## src/rtl/bcd_score_digits_object.sv

```systemverilog
// Saturating NUM_DIGITS-wide BCD score register with an on-screen digit-row readout; pixel outputs are registered (1-cycle latency) and there is no backpressure.
// Optional SCORE_BLINK_EN adds a startOfFrame input and hides the digits in a blink pattern for BLINK_FRAMES frames after each score add.
module bcd_score_digits_object #(
  parameter int         NUM_DIGITS         = 4,
  parameter int         DIGIT_WIDTH_X      = 16,
  parameter int         DIGIT_HEIGHT_Y     = 32,
  parameter int         topLeftX           = 560,
  parameter int         topLeftY           = 50,
  parameter logic [7:0] OBJECT_COLOR       = 8'h5b,
  parameter bit         LEADING_ZERO_BLANK = 1'b1,
  parameter int         BLINK_FRAMES       = 32
) (
  input  logic                    clk,
  input  logic                    reset,
  input  logic [10:0]             pixelX,
  input  logic [10:0]             pixelY,
  input  logic                    add_score,
  input  logic [3:0]              add_value,
  input  logic                    clear_score,
`ifdef SCORE_BLINK_EN
  input  logic                    startOfFrame,
`endif
  output logic [10:0]             offsetX,
  output logic [10:0]             offsetY,
  output logic                    drawingRequest,
  output logic [3:0]              index,
  output logic [7:0]              RGBout,
  output logic [4*NUM_DIGITS-1:0] score_bcd,
  output logic                    overflow
);

  localparam int          LOG2W    = $clog2(DIGIT_WIDTH_X);
  localparam int          SPAN_X   = NUM_DIGITS * DIGIT_WIDTH_X;
  localparam logic [10:0] X_LO     = 11'(topLeftX);
  localparam logic [10:0] Y_LO     = 11'(topLeftY);
  localparam logic [11:0] SPAN_X12 = 12'(SPAN_X);
  localparam logic [11:0] SPAN_Y12 = 12'(DIGIT_HEIGHT_Y);
  localparam logic [10:0] OFS_MASK = 11'(DIGIT_WIDTH_X - 1);

  if (NUM_DIGITS < 1 || NUM_DIGITS > 8) begin : g_bad_num_digits
    $fatal(1, "NUM_DIGITS must be 1..8");
  end
  if (DIGIT_WIDTH_X < 1 || (DIGIT_WIDTH_X & (DIGIT_WIDTH_X - 1)) != 0) begin : g_bad_width
    $fatal(1, "DIGIT_WIDTH_X must be a power of two");
  end
  if (topLeftX + SPAN_X > 2048 || topLeftY + DIGIT_HEIGHT_Y > 2048) begin : g_bad_bracket
    $fatal(1, "digit bracket extends past pixel 2047");
  end
  if (BLINK_FRAMES < 1 || BLINK_FRAMES > 65535) begin : g_bad_blink
    $fatal(1, "BLINK_FRAMES must be 1..65535");
  end

  // Score adder: nibble 0 of score_bcd is the least significant digit.
  logic [3:0]              add_v;
  logic [4:0]              carry;
  logic [4:0]              sum5;
  logic [4*NUM_DIGITS-1:0] sum_bcd;
  logic                    all_nines;
  logic                    sat;

  always_comb begin
    add_v     = (add_value > 4'd9) ? 4'd9 : add_value;
    carry     = {1'b0, add_v};
    sum5      = '0;
    sum_bcd   = score_bcd;
    all_nines = (score_bcd == {NUM_DIGITS{4'h9}});
    for (int n = 0; n < NUM_DIGITS; n++) begin
      sum5 = {1'b0, score_bcd[4*n +: 4]} + carry;
      if (sum5 > 5'd9) begin
        sum_bcd[4*n +: 4] = 4'(sum5 - 5'd10);
        carry             = 5'd1;
      end else begin
        sum_bcd[4*n +: 4] = sum5[3:0];
        carry             = 5'd0;
      end
    end
    sat = (carry != 5'd0) || all_nines;
  end

  always_ff @(posedge clk) begin
    if (reset || clear_score) begin
      score_bcd <= '0;
      overflow  <= 1'b0;
    end else if (add_score) begin
      if (sat) begin
        score_bcd <= {NUM_DIGITS{4'h9}};
        overflow  <= 1'b1;
      end else begin
        score_bcd <= sum_bcd;
      end
    end
  end

  logic blink_hide;
`ifdef SCORE_BLINK_EN
  logic [15:0] blink_cnt;

  always_ff @(posedge clk) begin
    if (reset || clear_score) begin
      blink_cnt <= '0;
    end else if (add_score) begin
      blink_cnt <= 16'(BLINK_FRAMES);
    end else if (startOfFrame && blink_cnt != 16'd0) begin
      blink_cnt <= blink_cnt - 16'd1;
    end
  end

  assign blink_hide = (blink_cnt != 16'd0) && blink_cnt[2];
`else
  assign blink_hide = 1'b0;
`endif

  // Pixel path: slot 0 (leftmost) maps to the most significant digit.
  logic [10:0]           rel_x;
  logic [10:0]           rel_y;
  logic [10:0]           slot;
  logic                  in_box;
  logic [NUM_DIGITS-1:0] lead_zero;
  logic                  zero_run;
  logic [3:0]            cur_digit;
  logic                  cur_blank;
  logic                  visible;

  always_comb begin
    rel_x  = pixelX - X_LO;
    rel_y  = pixelY - Y_LO;
    slot   = rel_x >> LOG2W;
    in_box = (pixelX >= X_LO) && ({1'b0, rel_x} < SPAN_X12) &&
             (pixelY >= Y_LO) && ({1'b0, rel_y} < SPAN_Y12);

    zero_run  = 1'b1;
    lead_zero = '0;
    for (int s = 0; s < NUM_DIGITS; s++) begin
      zero_run     = zero_run && (score_bcd[4*(NUM_DIGITS-1-s) +: 4] == 4'd0);
      lead_zero[s] = LEADING_ZERO_BLANK && zero_run && (s != NUM_DIGITS - 1);
    end

    cur_digit = 4'd0;
    cur_blank = 1'b1;
    for (int s = 0; s < NUM_DIGITS; s++) begin
      if (slot == 11'(s)) begin
        cur_digit = score_bcd[4*(NUM_DIGITS-1-s) +: 4];
        cur_blank = lead_zero[s];
      end
    end

    visible = in_box && !cur_blank && !blink_hide;
  end

  always_ff @(posedge clk) begin
    if (reset) begin
      offsetX        <= '0;
      offsetY        <= '0;
      drawingRequest <= 1'b0;
      index          <= '0;
      RGBout         <= 8'h00;
    end else if (visible) begin
      offsetX        <= rel_x & OFS_MASK;
      offsetY        <= rel_y;
      drawingRequest <= 1'b1;
      index          <= cur_digit;
      RGBout         <= OBJECT_COLOR;
    end else begin
      offsetX        <= '0;
      offsetY        <= '0;
      drawingRequest <= 1'b0;
      index          <= '0;
      RGBout         <= 8'hFF;
    end
  end

endmodule

```

## config.mk

```make
export PLATFORM = sky130hd
export DESIGN_NAME = bcd_score_digits_object
export DESIGN_NICKNAME = d
export VERILOG_FILES = /design/src/rtl/bcd_score_digits_object.sv
export SDC_FILE = /design/constraint.sdc
export NUM_CORES = 1
export LEC_CHECK = 0
export BUFFER_PORTS_ARGS = -buffer_cell sky130_fd_sc_hd__buf_2
export CAP_MARGIN = 20
export CELL_PAD_IN_SITES_DETAIL_PLACEMENT = 1
export CELL_PAD_IN_SITES_GLOBAL_PLACEMENT = 1
export CORE_MARGIN = 3
export CORE_UTILIZATION = 37
export CTS_CLUSTER_DIAMETER = 200
export DETAILED_ROUTE_END_ITERATION = 8
export HOLD_SLACK_MARGIN = 0.05
export PLACE_DENSITY_LB_ADDON = 0.1
export RECOVER_POWER = 50
export SLEW_MARGIN = 0
export SYNTH_ARGS = -nofsm -noshare
export SYNTH_HDL_FRONTEND = slang
export SYNTH_SLANG_ARGS = --single-unit
```

## constraint.sdc

```tcl
create_clock -name clk -period 6.88 [get_ports clk]
set_clock_uncertainty 0.05 [all_clocks]
set_input_delay 0.344 -clock clk [delete_from_list [all_inputs] [get_ports clk]]
set_output_delay 0.344 -clock clk [all_outputs]
set_load 0.05 [all_outputs]
```

==> metrics.cfg, run 1 <==
[global_routing]
grt_first_pass_wirelength_mm = 12.1
grt_start_max_net_pins = 27
antenna_violations_before_repair = 0
number_of_global_route_vias_before_repair = 2501
grt_overflow_total = 0
grt_util_all_layers_pct = 18.0

[detailed_routing]
number_of_vias_after_detailed_routing = 2483
drt_iter0_markers = 52
vias_per_cell = 5.21
top_layer = met4
detailroute.wirelength.met2_mm = 3.43
wl_mm = 7.23
route.antenna.remaining_nets = 0
wl_met1_mm = 3.35
detail_route.wl_per_cell_um = 15.2
wl_met3_um = 376
firstDrtPassIters = 4
drc_errors = 0

[placed_design]
io_buffer_count = 74
place_worst_setup_slack_ns = 0.356
dp_hpwl_mm = 5.49
weighted_congestion_at_the_end_of_routability_driven_global_placement = 0.786

[timing]
timing_hold_violations_final = 0
post-route-period-util_pct = 92.3
timing.max_slew.rel_slack_pct = 54.5
fin_ws_ns = 0.526
fmax_ghz = 0.157
drv_slew = 0
finalSetupViolCount = 0
worst_slew_pin_slew_ns = 0.682
setup_tns_ns = 0
fin_crit_ns = 6.35
hold_slack_ns = 0.209

[synthesis]
synthesis.area_per_instance_um2 = 8.12
post_synth_inst_count = 321
synth-async-reset-ratio_pct = 0
synth.yosys.warnings = 0
synth-edff-count = 0
syn-cell-area_um2 = 2610
synth_top_flop_cell = sky130_fd_sc_hd__dfxtp_1
yosysSeqAreaShare_pct = 30.0
ys_types = 57
ys_ff_latch = 39

[floorplanning]
dieWidth_um = 89.9
design.core.area_um2 = 6570
ios = 82
dieHeight_um = 89.9
rows = 29
design.die.area_um2 = 8090
start_util_pct = 39.7

[clock_network]
clock_tree.root_cell = sky130_fd_sc_hd__clkbuf_8
cts.clk_slew.worst_paths_ns = 0.07
tritoncts = yes
cts.sinks = 39
number_of_buffers_added_by_the_clock_tree_synthesis_step = 5
insertion_delay_ns = 0.30
cts_max_path_buffers = 2
cts-hold-fix-buffers = 0
htree_levels = 2

[layout]
areaGrowthSynthToFinish_pct = 16.1
layout.filler_cells = 842
post-route-util_pct = 46.1
finish.net_count = 430
final_layout_size_suffix_gt1_share_pct = 16.4
insertedDiodeCount = 0

[outcome]
run_status = finished, final reports clean

[hold_path]
holdCritPathClass = primary input to flop
worst_hold_startpoint = pixelY[1]
min_delay_path_depth = 2

[critical_path]
timing.critical_path.arrival_ns = 6.53
crit_path_start_kind = flop
critical-path-top-delay-family = adder cells
critical_path_buf_inv_count = 5
max_stage_delay_ns = 0.50
end_kind = flop
worst_setup_path_startpoint = score_bcd[0]$_SDFFE_PP0P_
worst-r2r-cell-count = 29
crit_cells = 29
critPathSlowestCell = sky130_fd_sc_hd__fa_1
cp_common_cell = sky130_fd_sc_hd__ha_1
worst_r2r_startpoint = score_bcd[0]$_SDFFE_PP0P_
worstSetupPathType = flop to flop
crit_fanout = 8
crit_required_ns = 7.05

[power_and_ir_drop]
power_per_cell_area_nw_per_um2 = 164
vdd_ir_drop_max_v = 0.0000745
fin_total_pwr_uw = 497
p_leak_uw = 0.00120

[flow_run]
maxCapViolCount = 0

==> state kept, by name, indices dropped and copies added, names as in the netlist <==
signal,flops
offsetY,11
offsetX,4
drawingRequest,1
score_bcd,16
index,4
RGBout,2
overflow,1
==> report_power, final <==
group / switching, uW / internal [uW] / leakage, uW
Sequential: 4.31 / 230 / 0.000318
Clock: 82.8 / 78.8 / 0.0000470
Combinational: 69.9 / 31.0 / 0.000831
Total: 157 / 340 / 0.00120
==> path summary, 6_finish.rpt <==
| check | to | slack [ns] |
|---|---|---|
| worst max-delay path | score_bcd[14]$_SDFFE_PP0P_ | 0.53 |
| worst min-delay path | offsetY[1]$_SDFF_PP0_ | 0.21 |
| worst max register to register | score_bcd[14]$_SDFFE_PP0P_ | 0.53 |
| worst min register to register | overflow$_SDFFE_PP0P_ | 0.45 |
==> what timing repair did <==
item / in CTS / in global routing
resized for setup: 0 / 3
setup buffers: 0 / 2
endpoints found under the setup margin: 0 / 10
==> placed cells by master (no fill, tap or decap), drive strengths merged, types with 5 or more instances in the layout <==
cell type / n
nand3b: 6
clkbuf: 45
inv: 25
nor2: 13
nor3: 21
a31oi: 7
dfxtp: 39
o22ai: 5
buf: 39
a21oi: 18
nand2: 19
o21ai: 19
mux2i: 5
xnor2: 10
nand2b: 5
nand3: 14
conb: 13
o31ai: 8
ha: 15
==> metrics by stage <==
step / area [um2] / instances
after CTS: 3050 / 475
final: 3030 / 477
after global routing: 3030 / 477
after global placement: 2960 / 468
after floorplan: 2650 / 333
after detailed placement: 2960 / 468
==> area by class of cell <==
class | count | area (um2) | area share (%)
clock buffer | 6 | 82.6 | 2.73
tap | 93 | 116 | 3.84
clock inverter | 1 | 5.00 | 0.165
timing repair buffer | 78 | 352 | 11.6
inverter | 25 | 93.8 | 3.10
sequential | 39 | 781 | 25.8
multi-input combinational | 235 | 1600 | 52.7
==> kinds of logic after synthesis <==
logic type               Yosys count  synth area share [%]
AO/OA/AOI/OAI                     83                  22.0
XOR/XNOR                          14                  4.99
adder cells (fa/ha/maj)           16                  7.97
buffers and inverters             59                  11.0
flip-flops                        39                  30.0
multiplexers                       7                  2.78
other                              1                 0.144
AND/OR/NAND/NOR                  102                  21.1
==> Yosys cell counts (2+ instances only) <==
| cell | instances | share of area [%] |
|---|---|---|
| sky130_fd_sc_hd__nor3b_1 | 2 | 0.58 |
| sky130_fd_sc_hd__mux2i_1 | 5 | 1.9 |
| sky130_fd_sc_hd__mux2_2 | 2 | 0.86 |
| sky130_fd_sc_hd__a21boi_0 | 2 | 0.58 |
| sky130_fd_sc_hd__buf_4 | 14 | 4.0 |
| sky130_fd_sc_hd__dfxtp_1 | 39 | 30 |
| sky130_fd_sc_hd__nor4_1 | 3 | 0.72 |
| sky130_fd_sc_hd__o21ai_0 | 19 | 3.6 |
| sky130_fd_sc_hd__nor4bb_1 | 2 | 0.77 |
| sky130_fd_sc_hd__nor2_1 | 13 | 1.9 |
| sky130_fd_sc_hd__inv_1 | 24 | 3.5 |
| sky130_fd_sc_hd__buf_2 | 3 | 0.58 |
| sky130_fd_sc_hd__o22ai_1 | 5 | 1.2 |
| sky130_fd_sc_hd__nand2_1 | 19 | 2.7 |
| sky130_fd_sc_hd__a311o_1 | 2 | 0.77 |
| sky130_fd_sc_hd__nand3b_1 | 6 | 1.7 |
| sky130_fd_sc_hd__xor2_1 | 4 | 1.3 |
| sky130_fd_sc_hd__a21o_1 | 4 | 1.2 |
| sky130_fd_sc_hd__nand3_1 | 13 | 2.5 |
| sky130_fd_sc_hd__clkbuf_1 | 15 | 2.2 |
| sky130_fd_sc_hd__nor3_1 | 21 | 4.0 |
| sky130_fd_sc_hd__a31oi_1 | 7 | 1.7 |
| sky130_fd_sc_hd__nor2b_1 | 4 | 0.96 |
| sky130_fd_sc_hd__or2_2 | 2 | 0.48 |
| sky130_fd_sc_hd__nand2b_1 | 5 | 1.2 |
| sky130_fd_sc_hd__xnor2_1 | 9 | 3.0 |
| sky130_fd_sc_hd__o31ai_1 | 7 | 2.0 |
| sky130_fd_sc_hd__a32oi_1 | 2 | 0.67 |
| sky130_fd_sc_hd__a22oi_1 | 4 | 1.2 |
| sky130_fd_sc_hd__or4_1 | 2 | 0.58 |
| sky130_fd_sc_hd__ha_1 | 15 | 7.2 |
| sky130_fd_sc_hd__a211oi_1 | 3 | 0.86 |
| sky130_fd_sc_hd__a21oi_1 | 17 | 3.3 |
| sky130_fd_sc_hd__and3_1 | 4 | 0.96 |
==> routing by layer <==
metal | vias up | global-route usage [%]
li1 | 1250 | -
met1 | 1163 | 23.3
met2 | 63 | 29.6
met3 | 7 | 4.26
met4 | 0 | 5.36
met5 | - | 0
No activity file was read; power rests on OpenSTA's default activity.
==> run 2, diff against run 1 <==
- CORE_ASPECT_RATIO: unset -> 0.5
- SLEW_MARGIN: 0 -> unset
==> metrics.cfg, run 2 (synthesis gave the netlist of run 1 again) <==
[timing]
setup_tns_ns = 0
drv_slew = 0
fin_ws_ns = 0.648
worst_slew_pin_slew_ns = 0.685
post-route-period-util_pct = 90.6
rsz0062_at_grt = false
fmax_ghz = 0.160
finalSetupViolCount = 0
fin_crit_ns = 6.23
timing_hold_violations_final = 0
timing.max_slew.rel_slack_pct = 54.3

[clock_network]
clock_tree.root_cell = sky130_fd_sc_hd__clkbuf_16
htree_levels = 2
insertion_delay_ns = 0.28
tritoncts = yes
cts.sinks = 39
cts_max_path_buffers = 2
number_of_buffers_added_by_the_clock_tree_synthesis_step = 5
cts.clk_slew.worst_paths_ns = 0.06

[layout]
insertedDiodeCount = 0
finish.net_count = 429
biggestRegsByFlops = score_bcd (16), offsetY (11)
regMostFlops = score_bcd
final_layout_size_suffix_gt1_share_pct = 16.1
post-route-util_pct = 48.1
largest_reg_flops = 16
mostFrequentLayoutCells = sky130_fd_sc_hd__dfxtp_1, sky130_fd_sc_hd__clkbuf_1, sky130_fd_sc_hd__buf_2
areaGrowthSynthToFinish_pct = 18.6

[floorplanning]
dieWidth_um = 125
start_util_pct = 40.5
dieHeight_um = 65.3
ios = 82
design.die.area_um2 = 8150
design.core.area_um2 = 6430
rows = 20

[flow_run]
maxCapViolCount = 0

[critical_path]
timing.critical_path.arrival_ns = 6.34
crit_path_start_kind = flop
max_stage_delay_ns = 0.56
crit_required_ns = 6.99
crit_fanout = 8
critPathSlowestCell = sky130_fd_sc_hd__fa_1
worstSetupPathType = flop to flop
end_kind = flop
cp_common_cell = sky130_fd_sc_hd__ha_1

[detailed_routing]
drt_iter0_markers = 113
drc_errors = 0
detail_route.wl_per_cell_um = 15.6
wl_mm = 7.39
number_of_vias_after_detailed_routing = 2490
route.antenna.remaining_nets = 0
firstDrtPassIters = 4
vias_per_cell = 5.28

[power_and_ir_drop]
internal_power_uw = 432
power.share.combinational_pct = 16.9
power.sequential.fraction_pct = 39.2
vdd_ir_drop_max_v = 0.0000834
clock_power_share_pct = 43.8
switching_share_pct = 28.0
net-switching-power_uw = 168
p_leak_uw = 0.00123
power_per_cell_area_nw_per_um2 = 194

[global_routing]
grt_start_max_net_pins = 27
number_of_global_route_vias_before_repair = 2491
antenna_violations_before_repair = 0
grt_util_all_layers_pct = 18.4
grt_overflow_total = 0
grt_first_pass_wirelength_mm = 12.5

[placed_design]
io_buffer_count = 74
dp_hpwl_mm = 5.68
place_worst_setup_slack_ns = 0.374
weighted_congestion_at_the_end_of_routability_driven_global_placement = 0.790

[hold_path]
holdCritPathClass = primary input to flop

[outcome]
run_status = finished, final reports clean

-- run 2: cell count changes in the layout (fill, tap and decap cells not counted), sizes merged --
cell and delta:
clkbuf -1, buf -1, clkinv +1, bufinv +1
-- run 2: stage by stage --
| stage | instance area [um2] | hold WS [ns] | power [uW] | instances |
|---|---|---|---|---|
| 6_report | 3090 | 0.232 | 601 | 472 |
| 3_3_place_gp | 2950 | 0.387 | 341 | 463 |
| 3_5_place_dp | 2950 | 0.392 | 343 | 463 |
| 4_1_cts | 3120 | 0.229 | 607 | 471 |
| 2_1_floorplan | 2650 | 0.373 | 320 | 333 |
| 5_1_grt | 3090 | 0.238 | 626 | 472 |
-- run 2: cell type report --
| type | count | area [um2] |
|---|---|---|
| Clock buffer | 5 | 125 |
| Clock inverter | 3 | 43.8 |
| Fill cell | 824 | 3340 |
| Inverter | 25 | 93.8 |
| Multi-Input combinational cell | 235 | 1590 |
| Sequential cell | 39 | 781 |
| Tap cell | 88 | 110 |
| Timing Repair Buffer | 77 | 344 |
-- run 2: worst paths after layout --
kind	startpoint	cells after the start	slack [ns]	to
worst max-delay path	score_bcd[1]$_SDFFE_PP0P_	27	0.65	score_bcd[6]$_SDFFE_PP0P_
worst min-delay path	pixelY[1]	2	0.23	offsetY[1]$_SDFF_PP0_
worst max register to register	score_bcd[1]$_SDFFE_PP0P_	27	0.65	score_bcd[6]$_SDFFE_PP0P_
worst min register to register	overflow$_SDFFE_PP0P_	2	0.41	overflow$_SDFFE_PP0P_
-- run 2: what timing repair did --
item                       CTS  global route
hold buffers                 0             0
setup endpoints to repair    0            12
setup buffers                0             1
resized for setup            0             2
-- run 2: metal layers --
layer,wire length [um],GRT usage [%],up-vias
met2,3060,28.8,80
met3,480,3.81,4
met5,0,0,-
li1,-,-,1241
met1,3800,26.2,1165
met4,45,3.69,0
-- run 2: power by group through the flow --
stage               combinational (uW)  clock, uW  sequential [uW]
finish                             102        263              236
global placement                   101          0              240
global route                       111        279              236
floorplan                         64.9          0              255
CTS                                104        268              235
detailed placement                 103          0              240
-- run 2: worst max-delay path: cells and delay by family (launching register included) --
kind / cells / cell delay [ns]
DFF: 1 / 0.46
buffers and inverters: 4 / 0.52
AOI/OAI and AO/OA: 8 / 1.26
adders and majority gates: 8 / 2.57
xor gates and xnor gates: 2 / 0.47
and+or+nand+nor: 5 / 0.80
==> run 3, diff against run 2 <==
- CORE_MARGIN: 3 -> unset
==> metrics.cfg, run 3 (synthesis gave the netlist of run 1 again) <==
[timing]
worst_slew_pin_slew_ns = 0.691
setup_tns_ns = 0
timing.max_slew.rel_slack_pct = 53.9
finalSetupViolCount = 0
fin_ws_ns = 0.638
drv_slew = 0
hold_slack_ns = 0.229
timing_hold_violations_final = 0
fin_crit_ns = 6.24
rsz0062_at_grt = false
post-route-period-util_pct = 90.7
fmax_ghz = 0.160

[power_and_ir_drop]
power.sequential.fraction_pct = 39.3
power_per_cell_area_nw_per_um2 = 194
vdd_ir_drop_max_v = 0.000109
p_leak_uw = 0.00123
internal_power_uw = 432
clock_power_share_pct = 43.8
switching_share_pct = 27.9
power.share.combinational_pct = 16.9
net-switching-power_uw = 167

[layout]
insertedDiodeCount = 0
layout_commonest_cell = sky130_fd_sc_hd__dfxtp_1
finish.net_count = 428
largest_reg_flops = 16
biggestRegsByFlops = score_bcd (16), offsetY (11)
regMostFlops = score_bcd
layout.filler_cells = 874
mostFrequentLayoutCells = sky130_fd_sc_hd__dfxtp_1, sky130_fd_sc_hd__buf_2, sky130_fd_sc_hd__clkbuf_1
post-route-util_pct = 45.7
areaGrowthSynthToFinish_pct = 18.3
final_design_area_no_fill_um2 = 3080
final_layout_size_suffix_gt1_share_pct = 16.2

[detailed_routing]
vias_per_cell = 5.29
route.antenna.remaining_nets = 0
drt_iter0_markers = 71
firstDrtPassIters = 6
drc_errors = 2
wl_mm = 7.21
detail_route.wl_per_cell_um = 15.2
number_of_vias_after_detailed_routing = 2515

[global_routing]
grt_first_pass_wirelength_mm = 11.5
number_of_global_route_vias_before_repair = 2280
antenna_violations_before_repair = 0
grt_util_all_layers_pct = 20.1
grt_overflow_total = 0
grt_start_max_net_pins = 27

[clock_network]
number_of_buffers_added_by_the_clock_tree_synthesis_step = 5
clock_tree.root_cell = sky130_fd_sc_hd__clkbuf_16
cts.clk_slew.worst_paths_ns = 0.06
insertion_delay_ns = 0.28
htree_levels = 2
post_cts_buffers = 0
tritoncts = yes
cts.sinks = 39
cts_max_path_buffers = 2

[critical_path]
crit_fanout = 8
crit_path_start_kind = flop
critPathSlowestCell = sky130_fd_sc_hd__fa_1
worst_r2r_startpoint = score_bcd[1]$_SDFFE_PP0P_
max_stage_delay_ns = 0.55
regToRegSetupSlack_ns = 0.64
crit-reg2reg-capture = score_bcd[14]$_SDFFE_PP0P_
crit_required_ns = 7.04
cp_common_cell = sky130_fd_sc_hd__ha_1
worst_setup_path_startpoint = score_bcd[1]$_SDFFE_PP0P_
end_kind = flop
worst-r2r-cell-count = 27
worstSetupPathType = flop to flop
worst_setup_path_endpoint = score_bcd[14]$_SDFFE_PP0P_
timing.critical_path.arrival_ns = 6.41

[placed_design]
io_buffer_count = 74
placed_cell_area_um2 = 2960
weighted_congestion_at_the_end_of_routability_driven_global_placement = 0.790
place_worst_setup_slack_ns = 0.425
dp_hpwl_mm = 5.46

[floorplanning]
design.die.area_um2 = 7400
design.core.area_um2 = 6750
ios = 82
dieHeight_um = 61.3
start_util_pct = 38.6
rows = 21
dieWidth_um = 121

[outcome]
failed_checks = DRC
run_status = finished with violations

[flow_run]
maxCapViolCount = 0

[hold_path]
holdCritPathClass = primary input to flop

## run 3: cell count changes in the layout (fill, tap and decap cells not counted)
cell and change:
sky130_fd_sc_hd__clkbuf_1 -2, sky130_fd_sc_hd__xor2_2 -1, sky130_fd_sc_hd__buf_4 -1, sky130_fd_sc_hd__buf_2 +2, sky130_fd_sc_hd__xor2_1 +1
## run 3: final cells by class
class,instances,area (um2),share of cell area [%]
inverters,25,93.8,3.04
well taps,92,115,3.73
clock inverters,3,43.8,1.42
multi-input cells,235,1590,51.4
clock buffers,5,125,4.06
repair buffers,76,339,11.0
flip-flops and latches,39,781,25.3
## run 3: how the worst min path moves through the flow
| stage | from | slack, ns | to | depth (start not counted) |
|---|---|---|---|---|
| after detailed placement | overflow$_SDFFE_PP0P_ | 0.40 | overflow$_SDFFE_PP0P_ | 2 |
| final | pixelY[1] | 0.23 | offsetY[1]$_SDFF_PP0_ | 2 |
| after floorplan | pixelY[1] | 0.37 | offsetY[1]$_SDFF_PP0_ | 1 |
| after global placement | overflow$_SDFFE_PP0P_ | 0.39 | overflow$_SDFFE_PP0P_ | 2 |
| after CTS | pixelY[1] | 0.22 | offsetY[1]$_SDFF_PP0_ | 2 |
| after global routing | pixelY[1] | 0.23 | offsetY[1]$_SDFF_PP0_ | 2 |
## run 3: worst max-delay path: cells and delay by family (launching register included)
family / cells / cell delay [ns]
AND/OR/NAND/NOR: 5 / 1.15
XOR/XNOR: 2 / 0.44
adder cells (fa/ha/maj): 8 / 2.49
buffers and inverters: 4 / 0.55
flip-flops: 1 / 0.48
AO/OA/AOI/OAI: 8 / 1.00
## run 3: power groups by stage
stage / Combinational [uW] / Sequential (uW) / Clock [uW]
floorplan: 64.9 / 255 / 0
global placement: 101 / 240 / 0
detailed placement: 102 / 240 / 0
CTS: 103 / 235 / 267
global route: 110 / 236 / 279
finish: 101 / 236 / 263
## run 3: timing repair
item / 4_1_cts / 5_1_grt
resized for setup: 0 / 1
endpoints found under the setup margin: 0 / 5
hold buffers: 0 / 0
## run 3: stage by stage
step	total power, uW	cells
final	599	475
after global routing	625	475
after CTS	605	475
after detailed placement	343	467
after global placement	341	467
after floorplan	320	333
## run 3: layer usage
| layer | track usage (%) | wire length [um] | vias up |
|---|---|---|---|
| met2 | 32.6 | 3000 | 85 |
| met3 | 4.63 | 401 | 8 |
| met5 | 0 | 0 | - |
| met4 | 5.47 | 55 | 0 |
| met1 | 27.3 | 3750 | 1178 |
| li1 | - | - | 1244 |
